$ cat src/rtl/fetch_sequencer_pkg.sv
// Shared definitions for the Otter multicycle control path: state
// encodings, RV32I major opcodes and next-PC select codes.
package otter_ctrl_pkg;

  typedef enum logic [2:0] {
    ST_INIT  = 3'd0,
    ST_FETCH = 3'd1,
    ST_EXEC  = 3'd2,
    ST_WB    = 3'd3,
    ST_INTR  = 3'd4
  } state_e;

  localparam logic [6:0] OPC_LOAD   = 7'b0000011;
  localparam logic [6:0] OPC_STORE  = 7'b0100011;
  localparam logic [6:0] OPC_BRANCH = 7'b1100011;
  localparam logic [6:0] OPC_JAL    = 7'b1101111;
  localparam logic [6:0] OPC_JALR   = 7'b1100111;
  localparam logic [6:0] OPC_LUI    = 7'b0110111;
  localparam logic [6:0] OPC_AUIPC  = 7'b0010111;
  localparam logic [6:0] OPC_OP_IMM = 7'b0010011;
  localparam logic [6:0] OPC_OP     = 7'b0110011;
  localparam logic [6:0] OPC_SYSTEM = 7'b1110011;

  localparam logic [2:0] PCSEL_PLUS4  = 3'd0;
  localparam logic [2:0] PCSEL_JALR   = 3'd1;
  localparam logic [2:0] PCSEL_BRANCH = 3'd2;
  localparam logic [2:0] PCSEL_JAL    = 3'd3;
  localparam logic [2:0] PCSEL_MTVEC  = 3'd4;
  localparam logic [2:0] PCSEL_MEPC   = 3'd5;

endpackage

$ cat src/rtl/fetch_sequencer_if.sv
// Decoder/datapath-facing signal bundle of the fetch sequencer.
// master = the sequencer itself, slave = the datapath around it.
interface fetch_sequencer_if;
  logic [6:0] OPCODE;
  logic [2:0] FUNC3;
  logic       BR_TAKEN;
  logic       INTR;
  logic       MIE;
  logic       PC_WRITE;
  logic [2:0] PC_SOURCE;
  logic       RST;
  logic       MEM_RDEN1;
  logic       MEM_RDEN2;
  logic       MEM_WE2;
  logic       REG_WRITE;
  logic       CSR_WE;
  logic       INT_TAKEN;
  logic       MRET_EXEC;

  modport master (
    input  OPCODE, FUNC3, BR_TAKEN, INTR, MIE,
    output PC_WRITE, PC_SOURCE, RST, MEM_RDEN1, MEM_RDEN2, MEM_WE2,
           REG_WRITE, CSR_WE, INT_TAKEN, MRET_EXEC
  );

  modport slave (
    output OPCODE, FUNC3, BR_TAKEN, INTR, MIE,
    input  PC_WRITE, PC_SOURCE, RST, MEM_RDEN1, MEM_RDEN2, MEM_WE2,
           REG_WRITE, CSR_WE, INT_TAKEN, MRET_EXEC
  );
endinterface

$ cat src/rtl/fetch_sequencer_intr_pending.sv
// Interrupt-pending latch: remembers one request until it is serviced.
// Clear has priority over set, so a request arriving in the entry cycle
// is absorbed by that entry. Disabled (held at 0) while en is low.
module intr_pending (
  input  logic clk,
  input  logic rst_n,
  input  logic en,
  input  logic set,
  input  logic clr,
  output logic pending
);

  // Pending flag: gated by en, clear beats set, otherwise hold.
  always_ff @(posedge clk or negedge rst_n) begin
    if (!rst_n) begin
      pending <= 1'b0;
    end else if (!en) begin
      pending <= 1'b0;
    end else if (clr) begin
      pending <= 1'b0;
    end else if (set) begin
      pending <= 1'b1;
    end else begin
      pending <= pending;
    end
  end

endmodule

$ cat src/rtl/fetch_sequencer.sv
// Multicycle control FSM for the Otter MCU: steps each instruction through
// FETCH/EXEC(/WB), drives PC load/select and memory/regfile strobes, and
// inserts an INTR cycle between instructions when an enabled request waits.
module fetch_sequencer
  import otter_ctrl_pkg::*;
#(
  parameter int INIT_CYCLES = 1
) (
  input  logic              CLK,
  input  logic              RESET_N,
  fetch_sequencer_if.master bus
);

  localparam logic [2:0] S_INIT  = ST_INIT;
  localparam logic [2:0] S_FETCH = ST_FETCH;
  localparam logic [2:0] S_EXEC  = ST_EXEC;
  localparam logic [2:0] S_WB    = ST_WB;
  localparam logic [2:0] S_INTR  = ST_INTR;

  localparam logic [3:0] INIT_LAST = 4'(INIT_CYCLES - 1);

  logic [2:0] state;
  logic [2:0] next_state;
  logic [3:0] init_cnt;
  logic       pending;
  logic       take_intr;
  logic       in_intr;

  assign in_intr   = (state == S_INTR);
  assign take_intr = pending & bus.MIE;

  intr_pending u_pending (
    .clk     (CLK),
    .rst_n   (RESET_N),
    .en      (state != S_INIT),
    .set     (bus.INTR),
    .clr     (in_intr),
    .pending (pending)
  );

  // State register and INIT dwell counter; reset lands in INIT at once.
  always_ff @(posedge CLK or negedge RESET_N) begin
    if (!RESET_N) begin
      state    <= S_INIT;
      init_cnt <= 4'd0;
    end else begin
      state <= next_state;
      if (state == S_INIT) begin
        init_cnt <= init_cnt + 4'd1;
      end else begin
        init_cnt <= 4'd0;
      end
    end
  end

  // Next-state logic; interrupts are only taken at instruction boundaries.
  always_comb begin
    next_state = S_INIT;
    case (state)
      S_INIT:  next_state = (init_cnt == INIT_LAST) ? S_FETCH : S_INIT;
      S_FETCH: next_state = S_EXEC;
      S_EXEC: begin
        if (bus.OPCODE == OPC_LOAD) begin
          next_state = S_WB;
        end else begin
          next_state = take_intr ? S_INTR : S_FETCH;
        end
      end
      S_WB:    next_state = take_intr ? S_INTR : S_FETCH;
      S_INTR:  next_state = S_FETCH;
      default: next_state = S_INIT;
    endcase
  end

  // Output decode from state, opcode and branch outcome.
  always_comb begin
    bus.PC_WRITE  = 1'b0;
    bus.PC_SOURCE = PCSEL_PLUS4;
    bus.RST       = 1'b0;
    bus.MEM_RDEN1 = 1'b0;
    bus.MEM_RDEN2 = 1'b0;
    bus.MEM_WE2   = 1'b0;
    bus.REG_WRITE = 1'b0;
    bus.CSR_WE    = 1'b0;
    bus.INT_TAKEN = 1'b0;
    bus.MRET_EXEC = 1'b0;
    case (state)
      S_INIT:  bus.RST = 1'b1;
      S_FETCH: bus.MEM_RDEN1 = 1'b1;
      S_EXEC: begin
        bus.PC_WRITE = 1'b1;
        case (bus.OPCODE)
          OPC_LOAD: begin
            bus.PC_WRITE  = 1'b0;
            bus.MEM_RDEN2 = 1'b1;
          end
          OPC_STORE:  bus.MEM_WE2 = 1'b1;
          OPC_BRANCH: bus.PC_SOURCE = bus.BR_TAKEN ? PCSEL_BRANCH : PCSEL_PLUS4;
          OPC_JAL: begin
            bus.PC_SOURCE = PCSEL_JAL;
            bus.REG_WRITE = 1'b1;
          end
          OPC_JALR: begin
            bus.PC_SOURCE = PCSEL_JALR;
            bus.REG_WRITE = 1'b1;
          end
          OPC_LUI, OPC_AUIPC, OPC_OP_IMM, OPC_OP: bus.REG_WRITE = 1'b1;
          OPC_SYSTEM: begin
            if (bus.FUNC3 == 3'b000) begin
              bus.PC_SOURCE = PCSEL_MEPC;
              bus.MRET_EXEC = 1'b1;
            end else begin
              bus.CSR_WE    = 1'b1;
              bus.REG_WRITE = 1'b1;
            end
          end
          default: bus.PC_SOURCE = PCSEL_PLUS4;
        endcase
      end
      S_WB: begin
        bus.REG_WRITE = 1'b1;
        bus.PC_WRITE  = 1'b1;
      end
      S_INTR: begin
        bus.PC_WRITE  = 1'b1;
        bus.PC_SOURCE = PCSEL_MTVEC;
        bus.INT_TAKEN = 1'b1;
      end
      default: bus.RST = 1'b1;
    endcase
  end

endmodule
$ cat src/flat_wrapper.sv
// flat-port wrapper written by rule: the top's interface ports become plain ports
module fetch_sequencer_flat import otter_ctrl_pkg::*;
#(
  parameter int INIT_CYCLES = 1
)
  (CLK, RESET_N, bus_OPCODE, bus_FUNC3, bus_BR_TAKEN, bus_INTR, bus_MIE, bus_PC_WRITE, bus_PC_SOURCE, bus_RST, bus_MEM_RDEN1, bus_MEM_RDEN2, bus_MEM_WE2, bus_REG_WRITE, bus_CSR_WE, bus_INT_TAKEN, bus_MRET_EXEC);
  fetch_sequencer_if bus_i ();
  input  logic CLK;
  input  logic RESET_N;
  input wire logic [$bits(bus_i.OPCODE)-1:0] bus_OPCODE;
  input wire logic [$bits(bus_i.FUNC3)-1:0] bus_FUNC3;
  input wire logic [$bits(bus_i.BR_TAKEN)-1:0] bus_BR_TAKEN;
  input wire logic [$bits(bus_i.INTR)-1:0] bus_INTR;
  input wire logic [$bits(bus_i.MIE)-1:0] bus_MIE;
  output wire logic [$bits(bus_i.PC_WRITE)-1:0] bus_PC_WRITE;
  output wire logic [$bits(bus_i.PC_SOURCE)-1:0] bus_PC_SOURCE;
  output wire logic [$bits(bus_i.RST)-1:0] bus_RST;
  output wire logic [$bits(bus_i.MEM_RDEN1)-1:0] bus_MEM_RDEN1;
  output wire logic [$bits(bus_i.MEM_RDEN2)-1:0] bus_MEM_RDEN2;
  output wire logic [$bits(bus_i.MEM_WE2)-1:0] bus_MEM_WE2;
  output wire logic [$bits(bus_i.REG_WRITE)-1:0] bus_REG_WRITE;
  output wire logic [$bits(bus_i.CSR_WE)-1:0] bus_CSR_WE;
  output wire logic [$bits(bus_i.INT_TAKEN)-1:0] bus_INT_TAKEN;
  output wire logic [$bits(bus_i.MRET_EXEC)-1:0] bus_MRET_EXEC;
  assign bus_i.OPCODE = bus_OPCODE;
  assign bus_i.FUNC3 = bus_FUNC3;
  assign bus_i.BR_TAKEN = bus_BR_TAKEN;
  assign bus_i.INTR = bus_INTR;
  assign bus_i.MIE = bus_MIE;
  assign bus_PC_WRITE = bus_i.PC_WRITE;
  assign bus_PC_SOURCE = bus_i.PC_SOURCE;
  assign bus_RST = bus_i.RST;
  assign bus_MEM_RDEN1 = bus_i.MEM_RDEN1;
  assign bus_MEM_RDEN2 = bus_i.MEM_RDEN2;
  assign bus_MEM_WE2 = bus_i.MEM_WE2;
  assign bus_REG_WRITE = bus_i.REG_WRITE;
  assign bus_CSR_WE = bus_i.CSR_WE;
  assign bus_INT_TAKEN = bus_i.INT_TAKEN;
  assign bus_MRET_EXEC = bus_i.MRET_EXEC;
  fetch_sequencer #(.INIT_CYCLES(INIT_CYCLES)) u_core (.CLK(CLK), .RESET_N(RESET_N), .bus(bus_i));
endmodule
$ cat config.mk
export PLATFORM = sky130hd
export DESIGN_NAME = fetch_sequencer_flat
export DESIGN_NICKNAME = d
export VERILOG_FILES = /design/src/rtl/fetch_sequencer_pkg.sv /design/src/rtl/fetch_sequencer_if.sv /design/src/rtl/fetch_sequencer_intr_pending.sv /design/src/rtl/fetch_sequencer.sv /design/src/flat_wrapper.sv
export SDC_FILE = /design/constraint.sdc
export NUM_CORES = 1
export LEC_CHECK = 0
export ABC_AREA = 1
export BUFFER_PORTS_ARGS = -buffer_cell sky130_fd_sc_hd__clkbuf_2
export CAP_MARGIN = 20
export CELL_PAD_IN_SITES_DETAIL_PLACEMENT = 1
export CELL_PAD_IN_SITES_GLOBAL_PLACEMENT = 2
export CORE_AREA = 2 2 54 56
export DETAILED_ROUTE_END_ITERATION = 6
export DIE_AREA = 0 0 56 58
export PLACE_DENSITY = 0.75
export SYNTH_ARGS = -nofsm -noshare
export SYNTH_HDL_FRONTEND = slang
export SYNTH_SLANG_ARGS = --single-unit
$ cat constraint.sdc
create_clock -name CLK -period 1.7 [get_ports CLK]
set_clock_uncertainty 0.15 [all_clocks]
set_input_delay 0.34 -clock CLK [delete_from_list [all_inputs] [get_ports CLK]]
set_output_delay 0.34 -clock CLK [all_outputs]
set_load 0.02 [all_outputs]
==> results.py <==
metrics = {
    "status": {
        "status": "finished with violations",
        "violations": "negative setup slack",
    },
    "timing": {
        "relSlewSlack_pct": 86.6,
        "fin_ws_ns": -0.0875,
        "fin_crit_sh_pct": 105,
        "maxSlewViolCount": 0,
        "hold_viol_final": 0,
        "tightest_slew_ns": 0.199,
        "finalCriticalPeriod_ns": 1.79,
        "max_freq_ghz": 0.559,
        "setup_tns_ns": -0.502,
        "grt_setup_unrepaired": "yes",
        "finalSetupViolations": 8,
    },
    "clocking": {
        "clk_latency_ns": 0.25,
        "cts.sinks": 8,
        "cts-root-buf": "clkbuf_4",
        "ctsHtreeMaxLevel": 1,
        "clk_pin_slew_worst_paths_ns": 0.05,
        "numCtsBuffers": 3,
        "cts_buffer_depth": 2,
        "cts_tree": "yes",
    },
    "synthesis": {
        "synth_seq_cells": 8,
        "synthesis.instances": 81,
        "syn_area_per_cell_um2": 7.20,
        "async_reset_ff_share_pct": 100,
        "syn-num-nets": 98,
        "ys.flop_type": "dfrtp_1",
        "synth_warnings": 0,
        "yosysUniqueCellTypes": 20,
        "yosysSeqAreaShare_pct": 34.3,
        "synth_area_um2": 583,
        "synth_edf_count": 0,
    },
    "finish": {
        "multi_input_area_um2": 362,
        "antennaDiodeCount": 0,
        "area.sequential_um2": 201,
        "num-fill-cells": 333,
        "stdcell_area_um2": 947,
        "fin_cells": 150,
        "drive_above_1_share_pct": 52.1,
        "nets": 138,
        "fin_util_pct": 35.6,
        "area_growth_pct": 62.4,
    },
    "pwr": {
        "p_per_area_nw_per_um2": 1150,
        "p_leak_nw": 0.502,
        "p_sw_uw": 475,
        "swShare_pct": 43.5,
        "ir_drop_uv": 757,
        "power_frac_comb_pct": 58.2,
        "seqPwrFrac_pct": 28.7,
        "total_power_mw": 1.09,
        "p_int_uw": 616,
        "clkPwrFrac_pct": 13.1,
    },
    "detailed_routing": {
        "num_vias": 648,
        "ant_nets": 0,
        "drcViolationCount": 0,
        "routed_via_density": 4.32,
        "drtIter0Drc": 8,
        "wl_per_cell_um": 10.9,
        "routed_wl_um": 1630,
        "first_pass_iters": 4,
    },
    "worst_hold_path": {
        "holdCritPathClass": "input port to register",
        "whs_endpoint": "u_core.u_pending.pending",
        "min_from": "bus_INTR",
        "whs_path_depth": 3,
    },
    "critical_path": {
        "cp-end-kind": "output port",
        "regToRegStartpoint": "u_core.state[1]",
        "crit_required_ns": 1.21,
        "cp.arrival_ns": 1.30,
        "reg2reg_depth": 6,
        "critical_path.startpoint_type": "register",
        "r2r_slack_ns": 0.44,
        "rr_endpoint": "u_core.state[1]",
        "critPathMaxFanout": 3,
        "path_class": "register to output port",
    },
    "die": {
        "die-area_um2": 3250,
        "die_y_um": 58,
        "io_pins": 27,
        "row_count": 19,
        "fp.dieW_um": 56,
        "start_util_pct": 21.9,
        "core_um2": 2660,
    },
    "grt": {
        "first_global_vias": 696,
        "grt_max_degree": 9,
        "gr-total-overflow": 0,
        "grt.total_usage_pct": 11.2,
        "grt_pass1_wl_um": 2930,
        "antenna_found_initial": 0,
    },
    "flow_run": {
        "maxCapViolCount": 0,
    },
    "place": {
        "portBuffers": 26,
        "dp_hpwl_um": 1290,
        "dp.cells": 140,
        "place_congestion": 0.737,
        "placed_cell_area_um2": 767,
    },
}
[worst max-delay path, stage by stage (launching register included)]
cell	delay [ns]
dfrtp_1	0.38
inv_2	0.09
nand2_4	0.06
nor2_4	0.10
nand4_1	0.15
o21ai_1	0.11
buf_4	0.15
[through the flow]
step           setup slack, ns  hold slack [ns]
5_1_grt                 -0.198            0.192
2_1_floorplan            0.126           -0.106
3_5_place_dp            0.0200           0.0505
3_3_place_gp            0.0257           0.0511
6_report               -0.0875            0.149
4_1_cts                 -0.115            0.143
[cell families after synthesis]
family / Yosys count / synth area share [%]
xor gates and xnor gates: 2 / 3.00
DFF: 8 / 34.3
AOI/OAI and AO/OA: 3 / 2.57
and+or+nand+nor: 51 / 46.1
adders and majority gates: 2 / 4.29
buffers and inverters: 15 / 9.66
[synth_stat cells, types with 2 or more instances]
cell type,count,area share [%]
inv_1,10,6.4
nor2_1,16,10
nand3_1,7,6.0
nand2_1,10,6.4
nor2_2,4,4.3
inv_2,5,3.2
nand2_2,5,5.4
ha_1,2,4.3
nand4_1,4,4.3
dfrtp_1,8,34
[flip-flops by register name, summed over array words and instances, names as in the netlist]
name and flops:
u_core.state 3, u_core.init_cnt 4, u_core.u_pending.pending 1
[worst max-delay path by stage]
| stage | end | cells past startpoint | start | slack, ns |
|---|---|---|---|---|
| 6_report | bus_PC_SOURCE[0] | 6 | u_core.state[2] | -0.09 |
| 3_3_place_gp | bus_REG_WRITE | 9 | bus_OPCODE[2] | 0.03 |
| 4_1_cts | bus_MEM_WE2 | 6 | u_core.state[2] | -0.12 |
| 3_5_place_dp | bus_REG_WRITE | 9 | bus_OPCODE[2] | 0.02 |
| 2_1_floorplan | bus_MEM_WE2 | 5 | u_core.state[2] | 0.13 |
| 5_1_grt | bus_MEM_WE2 | 6 | u_core.state[2] | -0.20 |
[metal layers]
layer  vias to the layer above  track usage, %  share of wire, %
met4                         0            4.08               1.4
met5                         -               0                 0
met1                       292            13.1                41
li1                        332               -                 -
met2                        22            20.8                52
met3                         2            1.34               5.6
[repair_timing]
item | CTS | global route
gates resized for setup | 16 | 18
hold buffers | 1 | 0
endpoints found under the hold margin | 8 | 0
setup buffers | 4 | 2
endpoints found under the setup margin | 9 | 12
pin swaps | 3 | 5
[area by class of cell]
type | instances | share of cell area (%)
clock buffers | 3 | 2.38
inverters | 15 | 5.94
flip-flops and latches | 8 | 21.3
multi-input cells | 58 | 38.2
repair buffers | 35 | 28.1
well taps | 31 | 4.10
[cell usage in the layout, fill, tap and decap left out, types with 3 or more instances in the layout]
cell	instances
nor2_1	15
clkbuf_2	14
buf_4	13
inv_1	8
nand2_1	8
inv_2	7
nand3_1	7
dfrtp_1	7
nand2_2	5
nand4_1	4
nor2_2	4
clkbuf_8	4
clkbuf_4	3
buf_6	3
[power groups by stage]
stage	Clock [mW]	Combinational, mW	Sequential (mW)
after floorplan	0	0.320	0.295
after global routing	0.160	0.718	0.324
after detailed placement	0	0.496	0.306
after global placement	0	0.494	0.304
after CTS	0.153	0.586	0.307
final	0.143	0.635	0.313
(Power assumes the default switching activity.)
